$ cat config.mk
export PLATFORM = sky130hd
export DESIGN_NAME = alu_seq
export DESIGN_NICKNAME = d
export VERILOG_FILES = /design/src/rtl/alu_seq.sv
export SDC_FILE = /design/constraint.sdc
export NUM_CORES = 1
export LEC_CHECK = 0
export CORE_ASPECT_RATIO = 0.5
export CORE_MARGIN = 10
export CORE_UTILIZATION = 38
export DETAILED_ROUTE_END_ITERATION = 6
export GPL_TIMING_DRIVEN = 0
export PLACE_DENSITY = 0.77
export SYNTH_ARGS = -nofsm -noshare
export SYNTH_HDL_FRONTEND = slang
export SYNTH_SLANG_ARGS = --single-unit
$ cat constraint.sdc
create_clock -name clk -period 2.85 [get_ports clk]
set_clock_uncertainty 0.2 [all_clocks]
set_input_delay 0.285 -clock clk [delete_from_list [all_inputs] [get_ports clk]]
set_output_delay 0.285 -clock clk [all_outputs]
set_load 0.01 [all_outputs]
$ cat src/rtl/alu_seq.sv
// Multi-cycle ALU sequencer: issue -> capture -> retire, 1 instruction per 4 cycles.
// Optional carry/borrow chaining is compiled in with `define ALU_SEQ_FLAGS_EN.
module alu_seq #(
    parameter int WIDTH   = 8,
    parameter int IWIDTH  = 8,
    parameter int SOURCES = 4,
    localparam int SW      = $clog2(SOURCES),
    localparam int INSTR_W = IWIDTH + 2*SW + WIDTH
) (
    input  logic               clk,
    input  logic               rst,
    input  logic               instr_valid,
    input  logic [INSTR_W-1:0] instr,
    output logic               instr_ready,
    output logic [IWIDTH-1:0]  op_code,
    output logic [SW-1:0]      source1_choice,
    output logic [SW-1:0]      source2_choice,
    output logic [WIDTH-1:0]   imm_a,
    output logic [WIDTH-1:0]   imm_b,
    output logic               alu_c_in,
    output logic               alu_b_in,
    input  logic [WIDTH-1:0]   alu_out,
    input  logic               alu_c_out,
    input  logic               alu_b_out,
    output logic               rf_we,
    output logic               mem_we,
    output logic [WIDTH-1:0]   wdata,
    output logic [WIDTH-1:0]   acc,
    output logic               done,
    output logic               illegal
);

    typedef enum logic [1:0] {
        S_IDLE    = 2'd0,
        S_ISSUE   = 2'd1,
        S_CAPTURE = 2'd2,
        S_RETIRE  = 2'd3
    } state_t;

    localparam logic [IWIDTH-1:0] OP_ADD = IWIDTH'(8'h07);
    localparam logic [IWIDTH-1:0] OP_SUB = IWIDTH'(8'h08);
    localparam logic [IWIDTH-1:0] OP_ST  = IWIDTH'(8'h1D);
    localparam logic [IWIDTH-1:0] OP_STN = IWIDTH'(8'h1E);

    state_t             state_q;
    state_t             state_nxt;
    logic [IWIDTH-1:0]  ir_op_q;
    logic [SW-1:0]      ir_src1_q;
    logic [SW-1:0]      ir_src2_q;
    logic [WIDTH-1:0]   ir_imm_q;
    logic [WIDTH-1:0]   result_q;
    logic [WIDTH-1:0]   acc_q;
    logic               accept;
    logic               op_is_mem;
    logic               op_is_rf;

    assign accept = instr_valid && instr_ready;

    // Opcode decode of the held instruction; anything not listed retires as illegal.
    always_comb begin
        op_is_mem = (ir_op_q == OP_ST) || (ir_op_q == OP_STN);
        op_is_rf  = (ir_op_q <= IWIDTH'(8'h11))
                 || (ir_op_q == IWIDTH'(8'h1B))
                 || (ir_op_q == IWIDTH'(8'h1C))
                 || (ir_op_q == IWIDTH'(8'h1F))
                 || (ir_op_q == IWIDTH'(8'h20))
                 || (ir_op_q == IWIDTH'(8'h21));
    end

    always_ff @(posedge clk or posedge rst) begin
        if (rst) begin
            state_q <= S_IDLE;
        end else begin
            state_q <= state_nxt;
        end
    end

    always_comb begin
        state_nxt = state_q;
        case (state_q)
            S_IDLE:    if (accept) state_nxt = S_ISSUE;
            S_ISSUE:   state_nxt = S_CAPTURE;
            S_CAPTURE: state_nxt = S_RETIRE;
            S_RETIRE:  state_nxt = S_IDLE;
            default:   state_nxt = S_IDLE;
        endcase
    end

    always_comb begin
        instr_ready = 1'b0;
        done        = 1'b0;
        rf_we       = 1'b0;
        mem_we      = 1'b0;
        illegal     = 1'b0;
        case (state_q)
            S_IDLE: instr_ready = 1'b1;
            S_RETIRE: begin
                done    = 1'b1;
                mem_we  = op_is_mem;
                rf_we   = op_is_rf;
                illegal = !op_is_mem && !op_is_rf;
            end
            default: ;
        endcase
    end

    always_ff @(posedge clk or posedge rst) begin
        if (rst) begin
            ir_op_q   <= '0;
            ir_src1_q <= '0;
            ir_src2_q <= '0;
            ir_imm_q  <= '0;
        end else if (accept) begin
            ir_op_q   <= instr[INSTR_W-1 -: IWIDTH];
            ir_src1_q <= instr[WIDTH+SW +: SW];
            ir_src2_q <= instr[WIDTH +: SW];
            ir_imm_q  <= instr[WIDTH-1:0];
        end
    end

    always_ff @(posedge clk or posedge rst) begin
        if (rst) begin
            result_q <= '0;
        end else if (state_q == S_CAPTURE) begin
            result_q <= alu_out;
        end
    end

    always_ff @(posedge clk or posedge rst) begin
        if (rst) begin
            acc_q <= '0;
        end else if (state_q == S_RETIRE && op_is_rf) begin
            acc_q <= result_q;
        end
    end

`ifdef ALU_SEQ_FLAGS_EN
    logic c_flag_q;
    logic b_flag_q;

    // Flags are sampled with the result so the next ADD/SUB chains on them.
    always_ff @(posedge clk or posedge rst) begin
        if (rst) begin
            c_flag_q <= 1'b0;
            b_flag_q <= 1'b0;
        end else if (state_q == S_CAPTURE) begin
            if (ir_op_q == OP_ADD) c_flag_q <= alu_c_out;
            if (ir_op_q == OP_SUB) b_flag_q <= alu_b_out;
        end
    end

    assign alu_c_in = c_flag_q;
    assign alu_b_in = b_flag_q;
`else
    logic unused_flags;
    assign unused_flags = alu_c_out ^ alu_b_out;
    assign alu_c_in     = 1'b0;
    assign alu_b_in     = 1'b0;
`endif

    assign op_code        = ir_op_q;
    assign source1_choice = ir_src1_q;
    assign source2_choice = ir_src2_q;
    assign imm_a          = ir_imm_q;
    assign imm_b          = ir_imm_q;
    assign wdata          = result_q;
    assign acc            = acc_q;

endmodule

* Word-level counts from Yosys, hierarchy flattened
Index checks and enable logic that the tools add are counted.
Word-level totals: register bits after elaboration 38, bits in latches 0, bits in writable memories 0, ROM bits 0, bits of input ports 33, output and inout port bits 51, logic and storage cells 38, memories kept 0
Operators by class: add/subtract/negate cells 0, multipliers 0, divide/modulo/power cells 0, $lt $le $gt $ge 1, equality and inequality tests 11, shift operators 0, mux-type cells 7, bitwise operators 0, reductions and logical operators 12
Operators with widths (number):
- 8-bit by 5-bit equality test with 1-bit output, second input constant | 5
- 8-bit by 6-bit equality test with 1-bit output, second input constant | 2
- 8-bit by 5-bit less-or-equal comparator with 1-bit output, second input constant | 1
- 2-bit one-hot mux with 4 select lines | 1
- 1-bit logical OR | 6
- 1-bit two-way mux | 5
- 2-bit equality test, second input constant | 2
- 1-bit logical AND | 3
- 2-bit by 1-bit equality test with 1-bit output, second input constant | 1
- 1-bit logical NOT | 2
- 2-bit logical NOT | 1
- 2-bit two-way mux | 1
- 2-bit != test, second input constant | 1

* Logic depth before layout (Yosys ltp)
word-level depth 9, depth in mapped cells 5, mapped depth without buffers 5

* Least setup slack after synthesis
OpenSTA, ideal clock, no wires.
path type reg2reg, from register state_q[0], to register ir_imm_q[0], in the netlist imm_a[0], setup time 125 ps, arrival 1454 ps, data required time 2525 ps, setup slack 1071 ps, stages on the path, launching flop included 6, path buffers 1, period minus slack after synthesis 1779 ps, cells stage by stage dfrtp_1 > inv_1 > ha_1 > nand2_1 > clkbuf_1 > mux2_2
Between the ends: longest elaborated chain between the ends 3
Ends and longest elaborated chain:
- from (decl) | line 45 | state_t state_q;
- from (signal assigned) | line 74 | state_q <= state_nxt;
- 2-bit logical NOT | line 95 | case (state_q)
- 1-bit two-way mux | line 95
- net instr_ready | line 14 | output logic instr_ready,
- 1-bit logical AND | line 57 | assign accept = instr_valid && instr_ready;
- to (signal assigned) | line 117 | ir_imm_q <= instr[WIDTH-1:0];
- to (decl) | line 50 | logic [WIDTH-1:0] ir_imm_q;
The timed path passes the listed nets, and every way through them passes these cells. A chain may end at the register's enable or synchronous reset.

* Worst setup path in the final report
from register ir_op_q[1], in the netlist op_code[1], to output port rf_we
Between the ends: longest elaborated chain between the ends 7, elaborated cells on any way between the ends 12, those cells by class order compare: 1; eq/ne: 5; mux: 1; reduce/logical: 5
Ends and longest elaborated chain:
- from (decl) | line 47 | logic [IWIDTH-1:0] ir_op_q;
- from (signal assigned) | line 114 | ir_op_q <= instr[INSTR_W-1 -: IWIDTH];
- 8-bit by 5-bit less-or-equal comparator with 1-bit output or 8-bit by 5-bit equality test with 1-bit output (tied branches) | line 62, 63
- 1-bit logical OR | line 63 | || (ir_op_q == IWIDTH'(8'h1B))
- 1-bit logical OR | line 64 | || (ir_op_q == IWIDTH'(8'h1C))
- 1-bit logical OR | line 65 | || (ir_op_q == IWIDTH'(8'h1F))
- 1-bit logical OR | line 66 | || (ir_op_q == IWIDTH'(8'h20))
- 1-bit logical OR * | line 67 | || (ir_op_q == IWIDTH'(8'h21));
- 1-bit two-way mux * | line 95
- to (decl) | line 25 | output logic rf_we,
Mark *: on every way between the ends. The rest lies on a longest branch, timed or not.

==> flow_summary.yaml <==
floorplan:
  rows: 16
  initial_utilization_pct: 41.0
  die_area_sq_mm: 0.00760
  fp.coreArea_sq_mm: 0.00406
  die_x_um: 114
  die_h_um: 66.8
  ios: 84
placement:
  place_congestion: 0.690
  preCtsSetupSlack_ns: 0.508
  hpwl_um: 3420
  place_inst: 249
  portBuffers: 79
timing:
  maxSlewViolCount: 0
  rsz0062_at_grt: "false"
  hold_viol_final: 0
  fmax_ghz: 0.381
  min_period_ns: 2.63
  fin_ws_ns: 0.225
  finalCritPeriodShare_pct: 92.1
  fin_hold_ws_ns: 0.260
  tightest_slew_ns: 0.787
  finalSetupViolations: 0
  slew-limit-headroom_pct: 47.5
  setup_tns_ns: 0
power_and_ir_drop:
  p_clk_share_pct: 12.7
  switching_share_pct: 33.6
  vdd_drop_max_uv: 502
  intPower_uw: 2020
  p_total_uw: 3040
  power.leakage_uw: 0.00112
  pwr_density_cell_mw_per_mm2: 1160
  combPwrFrac_pct: 52.9
  switchingPower_uw: 1020
  p_seq_share_pct: 34.4
clocking:
  cts.sinks: 38
  path_clk_slew_ns: 0.08
  cts_buffers: 5
  clkLatencyLatePin_ns: 0.29
  cts_buffer_depth: 2
  cts_tree: "done"
  cts_resized: 0
  hold_buffers: 0
  cts_setup_buffers: 0
  cts_htree_levels: 2
  cts-root-buf: "clkbuf_8"
setup_path:
  critical_path.top_delay_family: "simple AND/OR/NAND/NOR gates"
  crit_buf_inv: 2
  critPathMaxStageDelay_ns: 0.54
  end_kind: "output port"
  cp-start-kind: "flip-flop"
  crit_chain: "or3_1, nand4_2, nand4_4, inv_1, clkdlybuf4s50_1"
  cp.arrival_ns: 2.14
  required_ns: 2.37
  path_max_fanout: 9
  crit_type: "reg -> out"
  slowest_stage: "clkdlybuf4s50_1"
outcome:
  status: "finished clean"
run:
  cap_viol_max_count: 0
final_layout:
  final_common_cell: "clkdlybuf4s50_1"
  finalNonFillerCells: 257
  nNetsFinal: 238
  layout_common_cells: "79 x clkdlybuf4s50_1, 38 x dfrtp_1, 36 x mux2_2"
  syn_to_final_growth_pct: 57.4
  layout-drive-gt1-share_pct: 29.1
  fill_cells: 310
  num_antenna_cells: 0
routing:
  drc: 0
  viasPerCell: 4.65
  ant_nets: 0
  num_vias: 1196
  finalWirelength_um: 4350
  dr.pass1.iters: 2
  drt-initial-drc-count: 19
  wl_per_cell_um: 16.9
yosys:
  synthCells: 115
  ys_seq_area_share_pct: 57.1
  yosys_warnings: 0
  avgSynthCellArea_sq_um: 14.5
  synth_area_leader_cell: "dfrtp_1"
  yosys.area.top_type_share_pct: 57.1
  synthesis.area_sq_mm: 0.00167
  yosys_register_bits: 38
  ys_types: 23
  synthTopCellsByArea: "dfrtp_1 57%, mux2_2 24%, buf_4 4.5%"
grt:
  antenna_found_initial: 0
  first_global_vias: 1322
  grt_pass1_wl_um: 6770
  grtUsageTotal_pct: 11.4
  grt_overflow: 0
  grt_max_degree: 39
min_path:
  min_path_type: "in -> async"
path summary, 6_finish.rpt:
kind / cells after the start / to / from / slack [ns]
max: 5 / rf_we / op_code[1] / 0.22
min: 2 / wdata[5] / rst / 0.26
max reg2reg: 5 / imm_a[4] / state_q[0] / 0.90
min reg2reg: 1 / source1_choice[0] / source1_choice[0] / 0.31
max in group asynchronous: 2 / source2_choice[1] / rst / 1.69
min in group clk: 1 / source1_choice[0] / source1_choice[0] / 0.31
stage by stage:
| step | util, % | cell area (sq um) |
|---|---|---|
| finish | 64.6 | 2620 |
| global route | 64.6 | 2620 |
| CTS | 64.6 | 2620 |
| detailed placement | 62.2 | 2530 |
| global placement | 62.2 | 2530 |
| floorplan | - | 1670 |
Yosys cell counts (all sizes together):
master    n
nand4b    1
inv       5
ha        3
or3       1
dfrtp    38
clkbuf    3
nand4bb   1
nand2     1
buf      10
a21oi     1
nor2      4
nand4     2
nand3     1
nor4bb    1
and3      1
conb      1
o31ai     1
xnor2     1
o21ai     1
mux2     36
o41ai     2
power by group through the flow:
stage	registers (uW)	logic, uW	clock network, uW
4_1_cts	1050	1640	399
2_1_floorplan	1150	660	0
6_report	1050	1610	386
3_3_place_gp	1030	1610	0
3_5_place_dp	1060	1640	0
5_1_grt	1090	1720	424
cell families (layout without fill, tap and decap cells):
kind of cell	count (synthesis)	in the layout	share of synthesized area, %
DFF	38	38	57.1
buffers and inverters	18	105	6.31
and+or+nand+nor	13	13	6.08
xor gates and xnor gates	1	1	0.526
muxes	36	36	24.3
adders and majority gates	3	3	2.25
AOI/OAI and AO/OA	5	5	3.23
other	1	2	0.225
worst register-to-register path, cell delays in order, from the launching register on:
cell	delay (ns)
dfrtp_1	0.38
inv_1	0.07
ha_1	0.25
nand2_1	0.09
clkbuf_1	0.46
mux2_2	0.40
routing by layer:
layer  share of wire [%]  wire [um]  GRT usage, %
met1                  37       1610          11.6
met5                   0          0             0
met2                  56       2430          20.7
met3                 6.0        261          4.38
met4                 1.1         48          4.72
sequential cells by signal, summed over array words and instances (netlist names):
register / cells
op_code: 8
source1_choice: 2
state_q: 2
imm_a: 8
wdata: 8
source2_choice: 2
acc: 8
final cells by class:
type,count,area (sq um),area share [%]
multi-input cells,60,614,23.4
flip-flops and latches,38,951,36.2
repair buffers,79,791,30.1
plain buffers,13,86.3,3.29
inverters,5,18.8,0.715
clock buffers,6,82.6,3.15
well taps,54,67.6,2.58
clock inverters,2,12.5,0.477
(Power assumes the default switching activity.)
